`src/rtl/ex_mem_stage_pkg.sv`:
```
// Shared definitions for the EX->MEM stage: exception codes, memory access
// sizes, stage state encoding and the registered stage payload.
package ex_mem_stage_pkg;

  localparam logic [4:0] EXC_NONE = 5'd0;
  localparam logic [4:0] EXC_ADEL = 5'd4;
  localparam logic [4:0] EXC_ADES = 5'd5;
  localparam logic [4:0] EXC_OV   = 5'd12;

  // Size code 3 has no access of its own and is handled as a word.
  localparam logic [1:0] MEM_B = 2'd0;
  localparam logic [1:0] MEM_H = 2'd1;
  localparam logic [1:0] MEM_W = 2'd2;

  typedef enum logic {
    RUN      = 1'b0,
    EXC_PEND = 1'b1
  } state_t;

  typedef struct packed {
    logic        valid;
    logic [31:0] pc;
    logic [4:0]  rd;
    logic        reg_write;
    logic        mem_read;
    logic        mem_write;
    logic [1:0]  mem_size;
    logic [31:0] store_data;
    logic [31:0] result;
    logic        exc_valid;
    logic [4:0]  exc_code;
    logic [31:0] exc_epc;
  } stage_reg_t;

  function automatic logic addr_misaligned(input logic [1:0] addr,
                                           input logic [1:0] size);
    logic mis;
    case (size)
      MEM_B:   mis = 1'b0;
      MEM_H:   mis = addr[0];
      default: mis = (addr != 2'b00);
    endcase
    return mis;
  endfunction

endpackage

```
`src/rtl/ex_mem_stage_if.sv`:
```
// Bundle between EX, hazard control and the EX->MEM stage, plus the MEM-side
// outputs and the forwarding source fed back to EX.
interface ex_mem_stage_if;

  // i_valid qualifies the whole EX bundle on the edge it is sampled. There is
  // no ready: back-pressure is i_stall, which freezes the stage, and i_flush
  // discards both the registered and the incoming instruction.
  logic        i_stall;
  logic        i_flush;
  logic        i_valid;
  logic [31:0] i_pc;
  logic [4:0]  i_rd;
  logic        i_reg_write;
  logic        i_mem_read;
  logic        i_mem_write;
  logic [1:0]  i_mem_size;
  logic [31:0] i_store_data;
  logic [31:0] i_alu_result;
  logic        i_alu_overflow;
  logic        i_alu_no_write_override;

  logic        o_valid;
  logic [31:0] o_pc;
  logic [4:0]  o_rd;
  logic        o_reg_write;
  logic        o_mem_read;
  logic        o_mem_write;
  logic [1:0]  o_mem_size;
  logic [31:0] o_store_data;
  logic [31:0] o_result;
  logic        o_exc_valid;
  logic [4:0]  o_exc_code;
  logic [31:0] o_exc_epc;
  logic        o_fwd_valid;
  logic [4:0]  o_fwd_rd;
  logic [31:0] o_fwd_data;

  modport master (
    output i_stall, i_flush, i_valid, i_pc, i_rd, i_reg_write, i_mem_read,
           i_mem_write, i_mem_size, i_store_data, i_alu_result,
           i_alu_overflow, i_alu_no_write_override,
    input  o_valid, o_pc, o_rd, o_reg_write, o_mem_read, o_mem_write,
           o_mem_size, o_store_data, o_result, o_exc_valid, o_exc_code,
           o_exc_epc, o_fwd_valid, o_fwd_rd, o_fwd_data
  );

  modport slave (
    input  i_stall, i_flush, i_valid, i_pc, i_rd, i_reg_write, i_mem_read,
           i_mem_write, i_mem_size, i_store_data, i_alu_result,
           i_alu_overflow, i_alu_no_write_override,
    output o_valid, o_pc, o_rd, o_reg_write, o_mem_read, o_mem_write,
           o_mem_size, o_store_data, o_result, o_exc_valid, o_exc_code,
           o_exc_epc, o_fwd_valid, o_fwd_rd, o_fwd_data
  );

endinterface

```
`src/rtl/mem_align_check.sv`:
```
// Load/store address alignment check; yields AdEL for loads, AdES for stores.
module mem_align_check
  import ex_mem_stage_pkg::*;
#(
  parameter bit ALIGN_CHECK = 1'b1
) (
  input  logic [1:0] addr,
  input  logic [1:0] size,
  input  logic       rd,
  input  logic       wr,
  output logic       mis,
  output logic [4:0] code
);

  always_comb begin
    mis  = ALIGN_CHECK && (rd || wr) && addr_misaligned(addr, size);
    code = EXC_NONE;
    if (mis) begin
      code = rd ? EXC_ADEL : EXC_ADES;
    end
  end

endmodule

```
`src/rtl/ex_mem_stage.sv`:
```
// EX->MEM pipeline register: turns overflow and misaligned accesses into
// precise exceptions, gates GPR/memory writes and sources EX forwarding.
module ex_mem_stage
  import ex_mem_stage_pkg::*;
#(
  parameter bit ALIGN_CHECK = 1'b1
) (
  input  logic           i_clk,
  input  logic           i_rst,
  ex_mem_stage_if.slave  bus,
  output state_t         o_state
);

  state_t     state_q, state_nxt;
  stage_reg_t reg_q, reg_nxt;

  logic       mis;
  logic [4:0] align_code;
  logic       exc;
  logic [4:0] exc_code;

  mem_align_check #(
    .ALIGN_CHECK(ALIGN_CHECK)
  ) u_align (
    .addr (bus.i_alu_result[1:0]),
    .size (bus.i_mem_size),
    .rd   (bus.i_mem_read),
    .wr   (bus.i_mem_write),
    .mis  (mis),
    .code (align_code)
  );

  // Overflow outranks any alignment fault on the same instruction.
  always_comb begin
    exc      = bus.i_alu_overflow | mis;
    exc_code = bus.i_alu_overflow ? EXC_OV : align_code;
  end

  always_comb begin
    state_nxt = state_q;
    reg_nxt   = reg_q;
    if (bus.i_flush) begin
      reg_nxt   = '0;
      state_nxt = RUN;
    end else if (!bus.i_stall) begin
      // Anything not accepted below leaves a fully cleared bubble.
      reg_nxt = '0;
      if (state_q == RUN && bus.i_valid) begin
        reg_nxt.valid      = 1'b1;
        reg_nxt.pc         = bus.i_pc;
        reg_nxt.rd         = bus.i_rd;
        reg_nxt.mem_size   = bus.i_mem_size;
        reg_nxt.store_data = bus.i_store_data;
        reg_nxt.result     = bus.i_alu_result;
        reg_nxt.reg_write  = bus.i_reg_write & bus.i_alu_no_write_override
                             & ~exc & (bus.i_rd != 5'd0);
        reg_nxt.mem_read   = bus.i_mem_read & ~exc;
        reg_nxt.mem_write  = bus.i_mem_write & ~exc;
        if (exc) begin
          reg_nxt.exc_valid = 1'b1;
          reg_nxt.exc_code  = exc_code;
          reg_nxt.exc_epc   = bus.i_pc;
          state_nxt         = EXC_PEND;
        end
      end
    end
  end

  always_ff @(posedge i_clk or posedge i_rst) begin
    if (i_rst) begin
      state_q <= RUN;
    end else begin
      state_q <= state_nxt;
    end
  end

  always_ff @(posedge i_clk or posedge i_rst) begin
    if (i_rst) begin
      reg_q <= '0;
    end else begin
      reg_q <= reg_nxt;
    end
  end

  assign o_state          = state_q;
  assign bus.o_valid      = reg_q.valid;
  assign bus.o_pc         = reg_q.pc;
  assign bus.o_rd         = reg_q.rd;
  assign bus.o_reg_write  = reg_q.reg_write;
  assign bus.o_mem_read   = reg_q.mem_read;
  assign bus.o_mem_write  = reg_q.mem_write;
  assign bus.o_mem_size   = reg_q.mem_size;
  assign bus.o_store_data = reg_q.store_data;
  assign bus.o_result     = reg_q.result;
  assign bus.o_exc_valid  = reg_q.exc_valid;
  assign bus.o_exc_code   = reg_q.exc_code;
  assign bus.o_exc_epc    = reg_q.exc_epc;

  // A load's result is an address, not the value headed for rd.
  assign bus.o_fwd_valid  = reg_q.valid & reg_q.reg_write & ~reg_q.mem_read;
  assign bus.o_fwd_rd     = reg_q.rd;
  assign bus.o_fwd_data   = reg_q.result;

endmodule
```
`src/flat_wrapper.sv`:
```
// flat-port wrapper written by rule: the top's interface ports become plain ports
module ex_mem_stage_flat import ex_mem_stage_pkg::*;
#(
  parameter bit ALIGN_CHECK = 1'b1
)
  (i_clk, i_rst, o_state, bus_i_stall, bus_i_flush, bus_i_valid, bus_i_pc, bus_i_rd, bus_i_reg_write, bus_i_mem_read, bus_i_mem_write, bus_i_mem_size, bus_i_store_data, bus_i_alu_result, bus_i_alu_overflow, bus_i_alu_no_write_override, bus_o_valid, bus_o_pc, bus_o_rd, bus_o_reg_write, bus_o_mem_read, bus_o_mem_write, bus_o_mem_size, bus_o_store_data, bus_o_result, bus_o_exc_valid, bus_o_exc_code, bus_o_exc_epc, bus_o_fwd_valid, bus_o_fwd_rd, bus_o_fwd_data);
  ex_mem_stage_if bus_i ();
  input  logic i_clk;
  input  logic i_rst;
  output state_t o_state;
  input wire logic [$bits(bus_i.i_stall)-1:0] bus_i_stall;
  input wire logic [$bits(bus_i.i_flush)-1:0] bus_i_flush;
  input wire logic [$bits(bus_i.i_valid)-1:0] bus_i_valid;
  input wire logic [$bits(bus_i.i_pc)-1:0] bus_i_pc;
  input wire logic [$bits(bus_i.i_rd)-1:0] bus_i_rd;
  input wire logic [$bits(bus_i.i_reg_write)-1:0] bus_i_reg_write;
  input wire logic [$bits(bus_i.i_mem_read)-1:0] bus_i_mem_read;
  input wire logic [$bits(bus_i.i_mem_write)-1:0] bus_i_mem_write;
  input wire logic [$bits(bus_i.i_mem_size)-1:0] bus_i_mem_size;
  input wire logic [$bits(bus_i.i_store_data)-1:0] bus_i_store_data;
  input wire logic [$bits(bus_i.i_alu_result)-1:0] bus_i_alu_result;
  input wire logic [$bits(bus_i.i_alu_overflow)-1:0] bus_i_alu_overflow;
  input wire logic [$bits(bus_i.i_alu_no_write_override)-1:0] bus_i_alu_no_write_override;
  output wire logic [$bits(bus_i.o_valid)-1:0] bus_o_valid;
  output wire logic [$bits(bus_i.o_pc)-1:0] bus_o_pc;
  output wire logic [$bits(bus_i.o_rd)-1:0] bus_o_rd;
  output wire logic [$bits(bus_i.o_reg_write)-1:0] bus_o_reg_write;
  output wire logic [$bits(bus_i.o_mem_read)-1:0] bus_o_mem_read;
  output wire logic [$bits(bus_i.o_mem_write)-1:0] bus_o_mem_write;
  output wire logic [$bits(bus_i.o_mem_size)-1:0] bus_o_mem_size;
  output wire logic [$bits(bus_i.o_store_data)-1:0] bus_o_store_data;
  output wire logic [$bits(bus_i.o_result)-1:0] bus_o_result;
  output wire logic [$bits(bus_i.o_exc_valid)-1:0] bus_o_exc_valid;
  output wire logic [$bits(bus_i.o_exc_code)-1:0] bus_o_exc_code;
  output wire logic [$bits(bus_i.o_exc_epc)-1:0] bus_o_exc_epc;
  output wire logic [$bits(bus_i.o_fwd_valid)-1:0] bus_o_fwd_valid;
  output wire logic [$bits(bus_i.o_fwd_rd)-1:0] bus_o_fwd_rd;
  output wire logic [$bits(bus_i.o_fwd_data)-1:0] bus_o_fwd_data;
  assign bus_i.i_stall = bus_i_stall;
  assign bus_i.i_flush = bus_i_flush;
  assign bus_i.i_valid = bus_i_valid;
  assign bus_i.i_pc = bus_i_pc;
  assign bus_i.i_rd = bus_i_rd;
  assign bus_i.i_reg_write = bus_i_reg_write;
  assign bus_i.i_mem_read = bus_i_mem_read;
  assign bus_i.i_mem_write = bus_i_mem_write;
  assign bus_i.i_mem_size = bus_i_mem_size;
  assign bus_i.i_store_data = bus_i_store_data;
  assign bus_i.i_alu_result = bus_i_alu_result;
  assign bus_i.i_alu_overflow = bus_i_alu_overflow;
  assign bus_i.i_alu_no_write_override = bus_i_alu_no_write_override;
  assign bus_o_valid = bus_i.o_valid;
  assign bus_o_pc = bus_i.o_pc;
  assign bus_o_rd = bus_i.o_rd;
  assign bus_o_reg_write = bus_i.o_reg_write;
  assign bus_o_mem_read = bus_i.o_mem_read;
  assign bus_o_mem_write = bus_i.o_mem_write;
  assign bus_o_mem_size = bus_i.o_mem_size;
  assign bus_o_store_data = bus_i.o_store_data;
  assign bus_o_result = bus_i.o_result;
  assign bus_o_exc_valid = bus_i.o_exc_valid;
  assign bus_o_exc_code = bus_i.o_exc_code;
  assign bus_o_exc_epc = bus_i.o_exc_epc;
  assign bus_o_fwd_valid = bus_i.o_fwd_valid;
  assign bus_o_fwd_rd = bus_i.o_fwd_rd;
  assign bus_o_fwd_data = bus_i.o_fwd_data;
  ex_mem_stage #(.ALIGN_CHECK(ALIGN_CHECK)) u_core (.i_clk(i_clk), .i_rst(i_rst), .bus(bus_i), .o_state(o_state));
endmodule
```
`config.mk`:
```
export PLATFORM = sky130hd
export DESIGN_NAME = ex_mem_stage_flat
export DESIGN_NICKNAME = d
export VERILOG_FILES = /design/src/rtl/ex_mem_stage_pkg.sv /design/src/rtl/ex_mem_stage_if.sv /design/src/rtl/mem_align_check.sv /design/src/rtl/ex_mem_stage.sv /design/src/flat_wrapper.sv
export SDC_FILE = /design/constraint.sdc
export NUM_CORES = 1
export LEC_CHECK = 0
export ABC_CLOCK_PERIOD_IN_PS = 6300
export BUFFER_PORTS_ARGS = -buffer_cell sky130_fd_sc_hd__buf_2
export CAP_MARGIN = 20
export CORE_MARGIN = 2
export CORE_UTILIZATION = 45
export DETAILED_ROUTE_END_ITERATION = 7
export PLACE_DENSITY_LB_ADDON = 0.3
export RECOVER_POWER = 25
export SLEW_MARGIN = 20
export SYNTH_ARGS = -nofsm -noshare
export SYNTH_HDL_FRONTEND = slang
export SYNTH_SLANG_ARGS = --single-unit
```
`constraint.sdc`:
```
create_clock -name i_clk -period 6.3 [get_ports i_clk]
set_clock_uncertainty 0.1 [all_clocks]
set_input_delay 1.26 -clock i_clk [delete_from_list [all_inputs] [get_ports i_clk]]
set_output_delay 1.26 -clock i_clk [all_outputs]
set_load 0.005 [all_outputs]
```
==> flow_summary.json, run 1 <==
{
  "drc": 0,
  "root_buffer": "clkbuf_16",
  "peakVddDrop_uv": 251,
  "maxCapViolCount": 0,
  "synthArstFlopShare_pct": 100,
  "reg2regPathDepth": 3,
  "wl_per_cell_um": 18.7,
  "die_area_um2": 13000,
  "cts_setup_buffers": 0,
  "grt_usage_pct": 22.4,
  "grt_pass1_vias": 4205,
  "grt_pass1_wl_mm": 22.5,
  "synth-seq-area-share_pct": 65.5,
  "htreeDepth": 4,
  "netlist_instances": 377,
  "ctsResizeCount": 0,
  "synth_top_family_by_area": "compound AO/OA/AOI/OAI gates",
  "hpwlAfterDp_mm": 9.91,
  "p_leak_nw": 4.13,
  "netlist_area_um2": 5460,
  "critPathKind": "input port to flip-flop",
  "crit_path_end_kind": "flip-flop",
  "period_needed_ns": 2.86,
  "tightest_slew_ns": 1.33,
  "drv_slew": 0,
  "synth_xor_area_share_pct": 0,
  "fillCellCount": 953,
  "synth_enable_flop_cells": 0,
  "synth_compound_area_share_pct": 24.2,
  "vias": 4298,
  "fmax_mhz": 349,
  "numCtsBuffers": 17,
  "num_rows": 40,
  "fin_cells": 783,
  "placed_area_um2": 6700,
  "clk_latency_ns": 0.41,
  "drt_wl_total_mm": 14.7,
  "utilization_pct": 61.4,
  "hold_path_class": "flip-flop to flip-flop",
  "gr-total-overflow": 0,
  "cts_tree": "yes",
  "dpl.cell_count": 751,
  "place.gp.congestion": 0.768,
  "die_w_um": 114,
  "die_h_um": 114,
  "synth_flop_cell": "dfrtp_1",
  "core-area_um2": 11900,
  "io_buffers": 294,
  "numClockSinks": 143,
  "io_pins": 297,
  "synth_seq_cells": 143,
  "area_growth_syn_to_layout_pct": 33.9,
  "synth_mux_area_share_pct": 0,
  "slew_headroom_pct": 11.6,
  "drive_gt1_share_pct": 50.0,
  "critPathRequiredTime_ns": 6.54,
  "synth_simple_gate_area_share_pct": 1.17,
  "crit_fanout": 80,
  "drtPass1Iterations": 5,
  "hold_viol_final": 0,
  "grt_setup_unrepaired": "no",
  "synth_cell_types": 21,
  "status": "completed",
  "synth_fa_ha_area_share_pct": 0,
  "hold_depth": 2,
  "drt-vias-per-instance": 5.49,
  "ant_nets": 0,
  "cts_hold_buf": 0,
  "stdcell_area_um2": 7310,
  "finalCritPeriodShare_pct": 45.4,
  "synth_area_per_cell_um2": 14.5,
  "tns_ns": 0,
  "clkTransAtPathRegs_ns": 0.05,
  "fin_nets": 736,
  "setup_violations": 0,
  "initial_core_util_pct": 45.9,
  "grt_max_degree": 111,
  "drtIter0Drc": 486,
  "worstSetupStartpointType": "input port",
  "clockBufferDepth": 2,
  "power.density_nw_per_um2": 303,
  "antenna_found_initial": 1,
  "arrival_ns": 3.10,
  "diodes": 0,
  "yosys_warnings": 0
}
critical path: stages:
cell and delay, ns:
buf_2 0.11, nor2b_4 0.13, buf_4 0.51, buf_4 0.73, a22o_1 0.24
cell usage in the layout, fill, tap and decap left out, drive strengths merged:
cell type  synthesis  routed
clkinv             0       4
o31ai              1       1
o22ai              1       1
nand2              3       3
a32o              35      35
or2                1       1
clkinvlp           0       2
nor4b              1       1
nor2               1       1
buf               65     283
conb               1       2
a21o               1       1
o311a              1       1
a21oi              1       1
or3                1       1
inv                3       3
nor2b              1       1
o21ai              1       1
bufinv             0       4
a22o             106     106
dfrtp            143     143
and2               1       1
clkbuf             9      39
final cells by class:
type                            count  area, µm²  area share, %
Clock buffer                       22        474           6.49
Timing Repair Buffer              300       1500           20.5
Sequential cell                   143       3580           48.9
Clock inverter                     10        159           2.17
Multi-Input combinational cell    158       1400           19.2
Inverter                            3       16.3          0.222
Tap cell                          147        184           2.52
report_power, final:
part / internal, W / total [W] / leakage [nW] / switching (W)
Sequential: 0.000953 / 0.000975 / 1.96 / 0.0000222
Clock: 0.000693 / 0.00106 / 0.306 / 0.000365
Combinational: 0.0000840 / 0.000183 / 1.86 / 0.0000989
metrics by stage:
stage / power [W] / worst slack [ns] / hold WS, ns
floorplan: 0.00109 / 1.10 / 0.373
global placement: 0.00117 / 3.13 / 0.368
detailed placement: 0.00118 / 3.04 / 0.376
CTS: 0.00224 / 3.47 / 0.389
global route: 0.00230 / 3.31 / 0.395
finish: 0.00222 / 3.44 / 0.385
flip-flops by register name (all words and copies together) (netlist names):
register	cells
u_core.bus.o_fwd_rd	5
u_core.o_state	1
u_core.bus.o_reg_write	1
u_core.bus.o_store_data	32
u_core.bus.o_exc_code	3
u_core.bus.o_valid	1
u_core.bus.o_exc_epc	32
u_core.bus.o_fwd_data	32
u_core.bus.o_mem_read	1
u_core.bus.o_mem_size	2
u_core.bus.o_mem_write	1
u_core.bus.o_pc	32
worst paths after layout:
kind                                          startpoint  slack, ns                           to
min in group asynchronous                          i_rst       0.88  u_core.bus.o_store_data[23]
worst max register to register            u_core.o_state       4.07     u_core.bus.o_exc_epc[20]
max in group asynchronous                          i_rst       3.95  u_core.bus.o_store_data[11]
worst min register to register  u_core.bus.o_exc_code[0]       0.39     u_core.bus.o_exc_code[0]
worst min-delay path            u_core.bus.o_exc_code[0]       0.39     u_core.bus.o_exc_code[0]
worst max-delay path                         bus_i_stall       3.44           u_core.bus.o_pc[0]
routing by layer:
| layer | up-vias | GRT usage [%] | share of wire [%] |
|---|---|---|---|
| li1 | 1899 | - | - |
| met1 | 2168 | 27.9 | 39 |
| met2 | 213 | 35.8 | 51 |
| met3 | 16 | 8.79 | 9.0 |
| met4 | 2 | 7.64 | 1.2 |
| met5 | - | 0 | 0.089 |
synthesized netlist by cell type (all sizes together) (3+ instances only):
cell type / count / area (µm²)
a22o: 106 / 928
a32o: 35 / 350
buf: 65 / 450
clkbuf: 9 / 33.8
dfrtp: 143 / 3580
inv: 3 / 11.3
nand2: 3 / 11.3
kinds of logic (layout without fill, tap and decap cells):
| family | after synthesis | in the layout |
|---|---|---|
| other | 1 | 2 |
| buffers and inverters | 77 | 335 |
| AO/OA/AOI/OAI | 147 | 147 |
| AND/OR/NAND/NOR | 9 | 9 |
| flip-flops | 143 | 143 |
Power figures use the tool's default switching activity.
==> inputs of run 2 (changes only) <==
--- a/config.mk
+++ b/config.mk
@@ -5,7 +5,7 @@
 export SDC_FILE = /design/constraint.sdc
 export NUM_CORES = 1
 export LEC_CHECK = 0
-export ABC_CLOCK_PERIOD_IN_PS = 6300
+export ABC_CLOCK_PERIOD_IN_PS = 2930
 export BUFFER_PORTS_ARGS = -buffer_cell sky130_fd_sc_hd__buf_2
 export CAP_MARGIN = 20
 export CORE_MARGIN = 2
==> constraint.sdc (replaced) <==
create_clock -name i_clk -period 2.93 [get_ports i_clk]
set_clock_uncertainty 0.1 [all_clocks]
set_input_delay 0.586 -clock i_clk [delete_from_list [all_inputs] [get_ports i_clk]]
set_output_delay 0.586 -clock i_clk [all_outputs]
set_load 0.005 [all_outputs]
==> flow_summary.json, run 2 (same netlist as run 1, synthesis figures left out) <==
{
  "drc": 0,
  "regToRegSetupSlack_ns": 1.19,
  "antenna_found_initial": 0,
  "crit_fanout": 68,
  "startpoint": "u_core.o_state",
  "reg2regPathDepth": 4,
  "p_leak_nw": 4.23,
  "fmax_mhz": 574,
  "die_w_um": 114,
  "hold_depth": 2,
  "rr_endpoint": "u_core.bus.o_reg_write",
  "power.density_nw_per_um2": 671,
  "drv_slew": 0,
  "layout_commonest_cell": "buf_2",
  "worstHoldEndpoint": "u_core.bus.o_fwd_data[2]",
  "p_int_w": 0.00392,
  "timing.final.ws_setup_ns": 1.19,
  "hold_path_class": "input port to flip-flop",
  "ant_nets": 0,
  "place.gp.congestion": 0.795,
  "final_cell_mix": "294 x buf_2, 143 x dfrtp_1, 106 x a22o_1",
  "ctsResizeCount": 0,
  "drtIter0Drc": 374,
  "slew_headroom_pct": 50.2,
  "arrival_ns": 1.99,
  "hold_slack_ns": 0.296,
  "area_growth_syn_to_layout_pct": 35.9,
  "crit_path_end_kind": "flip-flop",
  "finalCritPeriodShare_pct": 59.4,
  "drive_gt1_share_pct": 52.8,
  "gr-total-overflow": 0,
  "switching_share_pct": 21.3,
  "grt_setup_unrepaired": "no",
  "period_needed_ns": 1.74,
  "root_buffer": "clkbuf_16",
  "status": "completed",
  "tightest_slew_ns": 0.747,
  "p_comb_share_pct": 8.0,
  "pwr-share-seq_pct": 42.1,
  "die_area_um2": 13000,
  "num_rows": 40,
  "vias": 4239,
  "drtPass1Iterations": 4,
  "drt-vias-per-instance": 5.41,
  "io_pins": 297,
  "clockBufferDepth": 2,
  "htreeDepth": 4,
  "worstSetupStartpointType": "flip-flop",
  "cts_setup_buffers": 0,
  "hp-start": "bus_i_alu_result[2]",
  "power_frac_clock_pct": 49.9,
  "p_switching_w": 0.00106,
  "core-area_um2": 11900,
  "grt_usage_pct": 21.8,
  "peakVddDrop_uv": 448,
  "diodes": 0,
  "stdcell_area_um2": 7420,
  "numClockSinks": 143,
  "grt_max_degree": 144,
  "hold_viol_final": 0,
  "cts_hold_buf": 0,
  "setup_violations": 0,
  "io_buffers": 294,
  "initial_core_util_pct": 45.9,
  "numCtsBuffers": 17,
  "clkTransAtPathRegs_ns": 0.06,
  "grt_pass1_wl_mm": 21.9,
  "drt_wl_total_mm": 14.5,
  "critPathRequiredTime_ns": 3.18,
  "regToRegStartpoint": "u_core.o_state",
  "die_h_um": 114,
  "fin_nets": 736,
  "maxCapViolCount": 0,
  "critPathKind": "flip-flop to flip-flop",
  "place_ws_ns": 0.865,
  "placed_area_um2": 6730,
  "clk_latency_ns": 0.41,
  "wl_per_cell_um": 18.5,
  "hpwlAfterDp_mm": 9.86,
  "grt_pass1_vias": 4048,
  "tns_ns": 0,
  "fillCellCount": 941,
  "cts_tree": "yes",
  "total_power_w": 0.00498
}
## run 2: changes by cell type in the layout (fill, tap and decap cells not counted), sizes merged
| cell | delta |
|---|---|
| buf | +17 |
| clkbuf | -17 |
| bufinv | +2 |
| clkinv | -2 |
| clkinvlp | +1 |
| inv | -1 |
## run 2: how the worst max path moves through the flow
| stage | slack [ns] | cells after the start | end |
|---|---|---|---|
| finish | 1.19 | 4 | u_core.bus.o_reg_write |
| global route | 1.09 | 4 | u_core.bus.o_mem_read |
| CTS | 1.17 | 3 | bus_o_fwd_valid |
| global placement | 0.93 | 5 | u_core.bus.o_mem_write |
| floorplan | 0.45 | 1 | u_core.bus.o_exc_code[0] |
| detailed placement | 0.86 | 5 | u_core.bus.o_reg_write |
## run 2: metal layers
metal	track usage [%]	wire length, µm	share of wire (%)	up-vias
li1	-	-	-	1904
met1	28.8	5980	41	2107
met2	34.4	7120	49	204
met3	6.19	1100	7.6	24
met4	8.29	250	1.7	0
met5	0	0	0	-
## run 2: final cells by class
class | instances | area, µm² | area share (%)
timing repair buffer | 300 | 1550 | 20.9
tap | 147 | 184 | 2.48
inverter | 3 | 12.5 | 0.169
sequential | 143 | 3580 | 48.2
multi-input combinational | 158 | 1400 | 18.9
clock inverter | 10 | 205 | 2.77
clock buffer | 22 | 484 | 6.53
## run 2: power groups by stage
stage,logic (W),clock network (W),registers [W]
2_1_floorplan,0.000204,0,0.00213
3_3_place_gp,0.000398,0,0.00213
3_5_place_dp,0.000407,0,0.00213
4_1_cts,0.000408,0.00253,0.00209
5_1_grt,0.000441,0.00260,0.00210
6_report,0.000400,0.00248,0.00209
## run 2: metrics by stage
step / util, % / instances
3_5_place_dp: 56.5 / 751
2_1_floorplan: - / 378
6_report: 62.3 / 783
5_1_grt: 62.3 / 783
3_3_place_gp: 56.5 / 751
4_1_cts: 62.3 / 783
## run 2: critical path, cell delays in order, from the launching register on
cell	delay [ns]
dfrtp_1	0.43
nor4b_4	0.41
buf_12	0.32
and2_1	0.22
a32o_1	0.17
==> inputs of run 3 (changes only) <==
--- a/config.mk
+++ b/config.mk
@@ -5,7 +5,7 @@
 export SDC_FILE = /design/constraint.sdc
 export NUM_CORES = 1
 export LEC_CHECK = 0
-export ABC_CLOCK_PERIOD_IN_PS = 2930
+export ABC_CLOCK_PERIOD_IN_PS = 1800
 export BUFFER_PORTS_ARGS = -buffer_cell sky130_fd_sc_hd__buf_2
 export CAP_MARGIN = 20
 export CORE_MARGIN = 2
==> constraint.sdc (replaced) <==
create_clock -name i_clk -period 1.8 [get_ports i_clk]
set_clock_uncertainty 0.1 [all_clocks]
set_input_delay 0.36 -clock i_clk [delete_from_list [all_inputs] [get_ports i_clk]]
set_output_delay 0.36 -clock i_clk [all_outputs]
set_load 0.005 [all_outputs]
==> flow_summary.json, run 3 (same netlist as run 1, synthesis figures left out) <==
{
  "power_frac_clock_pct": 42.9,
  "vias": 4290,
  "numClockSinks": 143,
  "fin_cells": 785,
  "cts_setup_buffers": 0,
  "die_area_um2": 13000,
  "diodes": 0,
  "die_h_um": 114,
  "placed_area_um2": 6840,
  "htreeDepth": 4,
  "critPathRequiredTime_ns": 2.04,
  "fin_nets": 745,
  "root_buffer": "clkbuf_16",
  "p_int_w": 0.00557,
  "maxCapViolCount": 0,
  "crit_path_end_kind": "flip-flop",
  "layout_commonest_cell": "buf_2",
  "power.density_nw_per_um2": 978,
  "initial_core_util_pct": 45.9,
  "rr_endpoint": "u_core.bus.o_exc_epc[31]",
  "clk_latency_ns": 0.40,
  "status": "completed",
  "fmax_mhz": 640,
  "critPathKind": "flip-flop to flip-flop",
  "drtIter0Drc": 314,
  "gr-total-overflow": 0,
  "period_needed_ns": 1.56,
  "clockBufferDepth": 2,
  "grt_max_degree": 84,
  "hold_viol_final": 0,
  "hold_depth": 2,
  "grt_setup_unrepaired": "no",
  "drv_slew": 0,
  "ant_nets": 0,
  "hpwlAfterDp_mm": 10.5,
  "grt_usage_pct": 22.5,
  "die_w_um": 114,
  "hp-start": "bus_i_mem_read",
  "grt_pass1_wl_mm": 22.8,
  "p_switching_w": 0.00159,
  "area_growth_syn_to_layout_pct": 33.9,
  "finalCritPeriodShare_pct": 86.8,
  "stdcell_area_um2": 7310,
  "final_cell_mix": "293 x buf_2, 143 x dfrtp_1, 106 x a22o_1",
  "io_pins": 297,
  "dpl.cell_count": 760,
  "drt-vias-per-instance": 5.46,
  "drtPass1Iterations": 4,
  "cts_tree": "yes",
  "regToRegSetupSlack_ns": 0.24,
  "crit_fanout": 59,
  "wl_per_cell_um": 18.7,
  "numCtsBuffers": 17,
  "drive_gt1_share_pct": 52.5,
  "slew_headroom_pct": 34.3,
  "worstSetupStartpointType": "flip-flop",
  "num_rows": 40,
  "clkTransAtPathRegs_ns": 0.05,
  "setup_violations": 0,
  "regToRegStartpoint": "u_core.o_state",
  "tightest_slew_ns": 0.986,
  "reg2regPathDepth": 4,
  "arrival_ns": 1.80,
  "switching_share_pct": 22.2,
  "io_buffers": 294,
  "p_comb_share_pct": 9.4,
  "tns_ns": 0,
  "peakVddDrop_uv": 831,
  "ctsResizeCount": 0,
  "grt_pass1_vias": 4317,
  "drc": 0,
  "antenna_found_initial": 0,
  "core-area_um2": 11900,
  "cts_hold_buf": 0,
  "total_power_w": 0.00716,
  "hold_path_class": "input port to flip-flop",
  "p_leak_nw": 4.19,
  "place.gp.congestion": 0.791,
  "pwr-share-seq_pct": 47.7,
  "worstHoldEndpoint": "u_core.bus.o_exc_code[0]",
  "drt_wl_total_mm": 14.7
}
-- run 3: cell count changes in the layout (fill, tap and decap cells not counted) --
| cell | delta |
|---|---|
| buf_12 | +1 |
| bufinv_16 | -5 |
| clkinvlp_4 | -2 |
| clkbuf_4 | +2 |
| buf_2 | -1 |
| clkbuf_1 | +3 |
| buf_4 | +6 |
| clkbuf_8 | -2 |
-- run 3: how the worst max path moves through the flow --
stage | from | endpoint | slack (ns) | cells past startpoint
floorplan | i_rst | u_core.bus.o_exc_code[0] | -0.45 | 1
global placement | bus_i_rd[4] | u_core.bus.o_reg_write | 0.13 | 4
global route | u_core.bus.o_reg_write | bus_o_fwd_valid | 0.16 | 3
CTS | u_core.bus.o_reg_write | bus_o_fwd_valid | 0.25 | 3
finish | u_core.o_state | u_core.bus.o_exc_epc[31] | 0.24 | 4
detailed placement | bus_i_rd[4] | u_core.bus.o_reg_write | 0.10 | 4
-- run 3: routing by layer --
layer  up-vias  routed length (µm)  global-route usage, %
met5         -                   0                      0
met3        23                1170                   7.68
met2       215                7360                   36.3
met4         0                 265                   8.86
met1      2141                5870                   28.1
li1       1911                   -                      -
-- run 3: critical path, stage by stage (launching register included) --
cell and delay [ns]:
dfrtp_1 0.42, nor4b_4 0.28, buf_4 0.19, buf_12 0.24, a32o_1 0.22
-- run 3: power by group through the flow --
stage	clock [W]	combinational, W	sequential (W)
3_5_place_dp	0	0.000690	0.00346
2_1_floorplan	0	0.000332	0.00347
5_1_grt	0.00330	0.000736	0.00342
6_report	0.00307	0.000671	0.00341
3_3_place_gp	0	0.000671	0.00346
4_1_cts	0.00315	0.000692	0.00341
-- run 3: area by class of cell --
class | instances | area [µm²]
Tap cell | 147 | 184
Multi-Input combinational cell | 158 | 1400
Clock inverter | 3 | 40.0
Clock buffer | 22 | 464
Fill cell | 956 | 4600
Timing Repair Buffer | 309 | 1630
Inverter | 3 | 12.5
Sequential cell | 143 | 3580
-- run 3: per-stage QoR --
step,setup WS [ns],utilization [%],hold WS [ns]
detailed placement,0.101,57.4,0.373
global route,0.164,61.4,0.0651
finish,0.237,61.4,0.0786
floorplan,-0.451,-,0.356
global placement,0.135,57.4,0.363
CTS,0.247,61.6,0.00662
